===== src/rtl/mul4_sequencer.sv =====
// Two-requester 4x4 unsigned multiply sequencer over a shared 2x2 multiplier.
// Four partial products are accumulated in MUL, then published for one DONE cycle.
module mul4_sequencer (
   input  logic       clk,
   input  logic       rst,
   input  logic       req0,
   input  logic [3:0] a0,
   input  logic [3:0] b0,
   input  logic       req1,
   input  logic [3:0] a1,
   input  logic [3:0] b1,
   output logic       gnt0,
   output logic       gnt1,
   output logic [1:0] mul_a,
   output logic [1:0] mul_b,
   input  logic [3:0] mul_p,
   output logic       busy,
   output logic       done,
   output logic       id,
   output logic [7:0] product
);

   typedef enum logic [1:0] {
      S_IDLE = 2'd0,
      S_MUL  = 2'd1,
      S_DONE = 2'd2
   } state_t;

   state_t     state;
   state_t     state_nx;
   logic [1:0] step;
   logic [3:0] a_r;
   logic [3:0] b_r;
   logic [7:0] acc;
   logic [7:0] term;
   logic       cur_id;
   logic       last;
   logic       any_req;
   logic       win1;

   assign any_req = req0 | req1;
   // requester 1 wins alone, or on a tie when 0 was served last
   assign win1 = req1 & (~req0 | ~last);

   always_comb begin
      term = 8'd0;
      unique case (step)
         2'd0: term = {4'd0, mul_p};
         2'd1: term = {2'd0, mul_p, 2'd0};
         2'd2: term = {2'd0, mul_p, 2'd0};
         2'd3: term = {mul_p, 4'd0};
      endcase
   end

   always_ff @(posedge clk or posedge rst) begin
      if (rst) state <= S_IDLE;
      else     state <= state_nx;
   end

   always_comb begin
      state_nx = state;
      case (state)
         S_IDLE: if (any_req) state_nx = S_MUL;
         S_MUL:  if (step == 2'd3) state_nx = S_DONE;
         S_DONE: state_nx = S_IDLE;
         default: state_nx = S_IDLE;
      endcase
   end

   always_comb begin
      busy  = (state != S_IDLE);
      done  = (state == S_DONE);
      mul_a = 2'd0;
      mul_b = 2'd0;
      if (state == S_MUL) begin
         mul_a = step[1] ? a_r[3:2] : a_r[1:0];
         mul_b = step[0] ? b_r[3:2] : b_r[1:0];
      end
   end

   always_ff @(posedge clk or posedge rst) begin
      if (rst) begin
         step    <= 2'd0;
         a_r     <= 4'd0;
         b_r     <= 4'd0;
         acc     <= 8'd0;
         cur_id  <= 1'b0;
         last    <= 1'b1;
         gnt0    <= 1'b0;
         gnt1    <= 1'b0;
         product <= 8'd0;
         id      <= 1'b0;
      end else begin
         gnt0 <= 1'b0;
         gnt1 <= 1'b0;
         case (state)
            S_IDLE: begin
               if (any_req) begin
                  a_r    <= win1 ? a1 : a0;
                  b_r    <= win1 ? b1 : b0;
                  cur_id <= win1;
                  last   <= win1;
                  acc    <= 8'd0;
                  step   <= 2'd0;
                  gnt0   <= ~win1;
                  gnt1   <= win1;
               end
            end
            S_MUL: begin
               acc  <= acc + term;
               step <= step + 2'd1;
               if (step == 2'd3) begin
                  product <= acc + term;
                  id      <= cur_id;
               end
            end
            default: ;
         endcase
      end
   end

endmodule


===== config.mk =====
export PLATFORM = sky130hd
export DESIGN_NAME = mul4_sequencer
export DESIGN_NICKNAME = d
export VERILOG_FILES = /design/src/rtl/mul4_sequencer.sv
export SDC_FILE = /design/constraint.sdc
export NUM_CORES = 1
export LEC_CHECK = 0
export ABC_AREA = 1
export BUFFER_PORTS_ARGS = -buffer_cell sky130_fd_sc_hd__buf_2
export CAP_MARGIN = 5
export CORE_MARGIN = 2
export CORE_UTILIZATION = 49
export CTS_CLUSTER_DIAMETER = 150
export DETAILED_ROUTE_END_ITERATION = 10
export PLACE_DENSITY = 0.73
export SLEW_MARGIN = 20
export SYNTH_ARGS = -nofsm -noshare
export SYNTH_HDL_FRONTEND = slang
export SYNTH_SLANG_ARGS = --single-unit

===== constraint.sdc =====
create_clock -name clk -period 4.83 [get_ports clk]
set_input_delay 0 -clock clk [delete_from_list [all_inputs] [get_ports clk]]
set_output_delay 0 -clock clk [all_outputs]
set_load 0.01 [all_outputs]

# After elaboration in Yosys (flattened, before gate mapping)
# Cells that the tools add are included.
# word_totals
register_bits	33
in_bits	24
output_inout_bits	17
# op_classes
n_reduce_logical	9
mux	18
add_sub_neg	2
eq_ne	7
bitwise	6
# op_table
cell	n
one-hot mux 8 bit (3 select lines)	1
one-hot mux 8 bit (2 select lines)	1
2-to-1 mux 2 bit	7
adder 8 bit	1
2-to-1 mux 4 bit	2
2-to-1 mux 8 bit	1
one-hot mux 2 bit (2 select lines)	2
AND reduction 2 bit	4
== test 2 bit (second input constant)	3
== test 2 x 1 -> 1 bit (second input constant)	2
zero test 2 bit	2
2-to-1 mux 1 bit	4
!= test 2 bit (second input constant)	2
nonzero test 2 bit	2
NOT 1 bit	3
adder 2 x 1 -> 2 bit (second input constant)	1
bitwise OR 1 bit	2
OR reduction 2 bit	1
AND 1 bit	1

# Longest topological paths before layout
# logic_depth
word_depth	6
depth_mapped	13
mapped_depth_nobuf	13

# Least setup slack after synthesis
# No wires, ideal clock.
# synth_path
path_type	flip-flop to flip-flop
startpoint	register step[0]
endpoint	register acc[7]
slack_ps	2919
period_less_slack_ps	1911
path_stages_with_launch	13
required_time_ps	4713
t_arrival_ps	1793
setup_time_ps	117
path_buffers	0
path_cell_list	dfrtp_1 > inv_1 > ha_1 > inv_1 > nand2_1 > o22ai_1 > ha_1 > nand2_1 > nand2_1 > a21oi_1 > nand3_1 > nand3_1 > nand2_1
# synth_via
elab_chain_cells	5
# synth_rtl
element	line_no	rtl
start: declaration	31	logic [1:0] step;
start signal: assignment	111	step <= step + 2'd1;
== test 2 bit / == test 2 x 1 -> 1 bit (equally long branches)	47	unique case (step)
OR reduction 2 bit (no source line)	--	
one-hot mux 8 bit (3 select lines) *	47	
adder 8 bit *	110	acc <= acc + term;
one-hot mux 8 bit (2 select lines) *	96	case (state)
end signal: assignment	110	
end: declaration	34	logic [7:0] acc;
# Mark *: on every way between the ends. The rest lies on a longest branch, timed or not.
# A chain may end at the register's enable or synchronous reset.

# Worst setup path in the final report
# Ends and elaborated chain as after synthesis.

==> metrics.md <==
| Metric | Value |
|---|---|
| Reg power frac | `0.304` |
| Number of iterations in the first detailed-routing pass | `4` |
| Worst-path clk slew | `70 ps` |
| Unrepaired setup endpoints after global routing | `no` |
| Worst Setup End Kind | `register` |
| Maximum Capacitance Violations | `0` |
| Average footprint of a synthesized cell | `8.29 µm²` |
| Total power density per cell area | `677 nW/µm²` |
| CP Data Required Time | `5000 ps` |
| Max rail drop VDD | `299 µV` |
| Number of input and output port buffers inserted | `40` |
| Synthesis-to-layout area growth | `24.7%` |
| Area inside the core boundary | `3690 µm²` |
| Max Buffers Root-to-Sink | `2` |
| DP Wirelength | `2.91 mm` |
| Die Footprint | `4350 µm²` |
| Fraction of final layout cells sized beyond drive strength 1 | `0.247` |
| Width of the die | `66.0 µm` |
| Netlist area before placement | `1880 µm²` |
| Clock latency reported for the late side of the worst-skew pair | `280 ps` |
| CTS tree | `built` |
| Antenna diode count | `0` |
| Kind of launch point of the worst setup path | `register` |
| Setup Crit Path Kind | `register to register` |
| Initial DRC Count | `113` |
| Worst path most repeated cell | `sky130_fd_sc_hd__nand2_1` |
| Final Net Count | `322` |
| Measured slew at the worst slew-check pin | `418 ps` |
| Relative slew slack | `0.721` |
| Run status | `finished clean` |
| Highest Clock Rate | `459 MHz` |
| Clock Skew | `5.18 ps` |
| Final critical-path share of the clock period | `0.451` |
| Level count of the clock H-tree | `2` |
| Highest-delay cell along the critical path | `sky130_fd_sc_hd__dfrtp_1` |
| Library cells used by synthesis | `27` |
| Max stage delay on crit path | `430 ps` |
| Fraction of power consumed by combinational cells | `0.571` |
| Via count of the first global-routing pass | `1502` |
| Starting Density | `0.510` |
| Critical path cell sequence | `inv_1, ha_1, inv_1, nand2_1, o22ai_1, ha_1, a21oi_1, nand2_1, nand2_1, nand3_1, nand3_1, nand2_1` |
| Utilization after layout | `0.636` |
| DRC Markers | `0` |
| Final global-route overflow total | `0` |
| Top-level I/O count | `41` |
| Cell chosen for the clock root | `sky130_fd_sc_hd__clkbuf_8` |
| Count of final max-slew check failures | `0` |
| Die Y-Extent | `66.0 µm` |
| Leakage power summed over all cells | `0.00130 µW` |
| Number of synthesized register bits | `33` |
| First-pass GRT wire length | `6.71 mm` |
| Crit path buffers/inverters | `2` |
| Post_cts resized | `0` |
| Routed wirelength normalized by instance count | `11.9 µm` |
| Yosys warning total | `0` |
| Overall routing resource usage | `0.208` |
| Sequential area share after synthesis | `0.439` |
| Maximum fanout count along the critical path | `7` |
| Overall via count from detail_route | `1638` |
| Final total negative setup slack | `0 ps` |
| Net Sw Frac | `0.444` |
| Clock sink total | `33` |
| Hold violation total from the final report | `0` |
| Global placement routability congestion | `0.894` |
| Row Count | `22` |
| Final Critical Period | `2180 ps` |
| Routed wire length | `4.01 mm` |
| DR vias/cell | `4.88` |
| Cell count after synthesis | `227` |
| Net count after synthesis | `262` |
| Power spent charging and discharging nets | `706 µW` |
| Critical path arrival | `2350 ps` |
| Clock network fraction of design power | `0.124` |
| Path class of the lowest-slack min-delay path | `input pin to register` |
| Initial antenna violation count | `0` |
| Inserted Clock Buffers | `5` |
| Total internal power | `884 µW` |
| Number of setup violations in the final report | `0` |
| Number of routed nets with antenna violations | `0` |
| Largest net degree at the start of global routing | `34` |
| Critical path's top delay family | `simple AND/OR/NAND/NOR gates` |
[metrics by stage]
| step | setup WS (ps) | hold slack [ps] | area, µm² | total power, µW | instances |
|---|---|---|---|---|---|
| 6_report | 2650 | 9.61 | 2350 | 1590 | 336 |
| 5_1_grt | 2390 | 19.0 | 2350 | 1750 | 336 |
| 4_1_cts | 2660 | 7.78 | 2350 | 1600 | 336 |
| 3_5_place_dp | 2670 | 103 | 2120 | 1350 | 313 |
| 3_3_place_gp | 2710 | 102 | 2120 | 1330 | 313 |
| 2_1_floorplan | 2920 | 128 | 1880 | 1150 | 227 |
[cell type report]
cell class              instances  area (µm²)
flip-flops and latches         33         827
clock buffers                   7        76.3
inverters                      38         145
repair buffers                 56         358
clock inverters                 1        5.00
fillers                       329        1340
multi-input cells             153         876
well taps                      48        60.1
[worst paths after layout]
path,start,endpoint,slack [ps],cells after the start
max,step[0],acc[7],2650,12
min,a0[0],a_r[0],10,3
max reg2reg,step[0],acc[7],2650,12
min reg2reg,last,last,460,2
max in group asynchronous,rst,last,4150,4
min in group asynchronous,rst,id,330,4
[power groups by stage]
| stage | Combinational (µW) | Sequential (µW) | Clock (µW) |
|---|---|---|---|
| after floorplan | 652 | 496 | 0 |
| after global placement | 849 | 486 | 0 |
| after detailed placement | 858 | 488 | 0 |
| after CTS | 913 | 484 | 202 |
| after global routing | 1040 | 499 | 214 |
| final | 909 | 484 | 198 |
[layer usage]
layer,up-vias,global-route usage,wire length (µm)
li1,844,-,-
met2,49,0.345,1900
met4,0,0.0459,42
met1,739,0.273,1810
met3,6,0.0545,258
met5,-,0,0
[synthesized netlist by cell type]
master / count / area share
sky130_fd_sc_hd__dfrtp_1: 32 / 0.43
sky130_fd_sc_hd__clkbuf_8: 1 / 0.0073
sky130_fd_sc_hd__nor2_1: 12 / 0.024
sky130_fd_sc_hd__xor2_1: 2 / 0.0093
sky130_fd_sc_hd__nand3_1: 11 / 0.029
sky130_fd_sc_hd__fa_1: 1 / 0.011
sky130_fd_sc_hd__dfstp_2: 1 / 0.014
sky130_fd_sc_hd__inv_1: 31 / 0.062
sky130_fd_sc_hd__o22ai_1: 5 / 0.017
sky130_fd_sc_hd__buf_8: 1 / 0.0080
sky130_fd_sc_hd__o22ai_2: 3 / 0.020
sky130_fd_sc_hd__nand4_1: 1 / 0.0033
sky130_fd_sc_hd__ha_1: 10 / 0.066
sky130_fd_sc_hd__o21ai_1: 12 / 0.032
sky130_fd_sc_hd__nand2_1: 63 / 0.13
sky130_fd_sc_hd__xnor2_1: 2 / 0.0093
sky130_fd_sc_hd__nand2_4: 1 / 0.0060
sky130_fd_sc_hd__o21ai_0: 10 / 0.027
sky130_fd_sc_hd__nor2_4: 1 / 0.0060
sky130_fd_sc_hd__o21ai_2: 6 / 0.028
sky130_fd_sc_hd__buf_2: 1 / 0.0027
sky130_fd_sc_hd__nand2_2: 2 / 0.0066
sky130_fd_sc_hd__nor2_2: 1 / 0.0033
sky130_fd_sc_hd__inv_4: 1 / 0.0033
sky130_fd_sc_hd__inv_2: 6 / 0.012
sky130_fd_sc_hd__nor2_8: 2 / 0.021
sky130_fd_sc_hd__a21oi_1: 8 / 0.021
[cell families (layout without fill, tap and decap cells)]
kind of cell / count (synthesis) / count (layout) / share of synthesized area
XOR/XNOR: 4 / 4 / 0.0186
flip-flops: 33 / 33 / 0.439
AO/OA/AOI/OAI: 44 / 44 / 0.144
buffers and inverters: 41 / 102 / 0.0951
adder cells (fa/ha/maj): 11 / 11 / 0.0771
AND/OR/NAND/NOR: 94 / 94 / 0.225
[flip-flops by register name (all words and copies together) (netlist names)]
signal   cells
step         2
product      8
cur_id       1
acc          8
a_r          4
id           1
last         1
gnt0         1
b_r          4
state        2
gnt1         1
[tightest hold or removal path, delay by kind of cell]
| family | cells | cell delay, ps |
|---|---|---|
| AO/OA/AOI/OAI | 2 | 170 |
| buffers and inverters | 1 | 80 |
[placed cells by master (no fill, tap or decap)]
master | netlist | routed
sky130_fd_sc_hd__nor2_1 | 12 | 12
sky130_fd_sc_hd__nand2_4 | 1 | 1
sky130_fd_sc_hd__clkinv_2 | 0 | 1
sky130_fd_sc_hd__xnor2_1 | 2 | 2
sky130_fd_sc_hd__xor2_1 | 2 | 2
sky130_fd_sc_hd__nor2_4 | 1 | 1
sky130_fd_sc_hd__dfrtp_1 | 32 | 32
sky130_fd_sc_hd__o21ai_1 | 12 | 12
sky130_fd_sc_hd__a21oi_1 | 8 | 8
sky130_fd_sc_hd__dfstp_2 | 1 | 1
sky130_fd_sc_hd__nand2_1 | 63 | 63
sky130_fd_sc_hd__inv_1 | 31 | 31
sky130_fd_sc_hd__o22ai_1 | 5 | 5
sky130_fd_sc_hd__nand2_2 | 2 | 2
sky130_fd_sc_hd__nand4_1 | 1 | 1
sky130_fd_sc_hd__fa_1 | 1 | 1
sky130_fd_sc_hd__buf_2 | 1 | 40
sky130_fd_sc_hd__clkbuf_1 | 0 | 2
sky130_fd_sc_hd__nand3_1 | 11 | 11
sky130_fd_sc_hd__clkbuf_8 | 1 | 5
sky130_fd_sc_hd__o22ai_2 | 3 | 3
sky130_fd_sc_hd__o21ai_2 | 6 | 6
sky130_fd_sc_hd__buf_4 | 0 | 1
sky130_fd_sc_hd__ha_1 | 10 | 10
sky130_fd_sc_hd__o21ai_0 | 10 | 10
sky130_fd_sc_hd__inv_2 | 6 | 6
sky130_fd_sc_hd__nor2_8 | 2 | 2
sky130_fd_sc_hd__inv_4 | 1 | 1
sky130_fd_sc_hd__nor2_2 | 1 | 1
sky130_fd_sc_hd__dlygate4sd3_1 | 0 | 15
[what timing repair did]
action	4_1_cts	5_1_grt
hold buffers	15	0
endpoints found under the setup margin	0	0
endpoints found under the hold margin	40	0
buffers inserted	0	0
No activity file was read; power rests on OpenSTA's default activity.
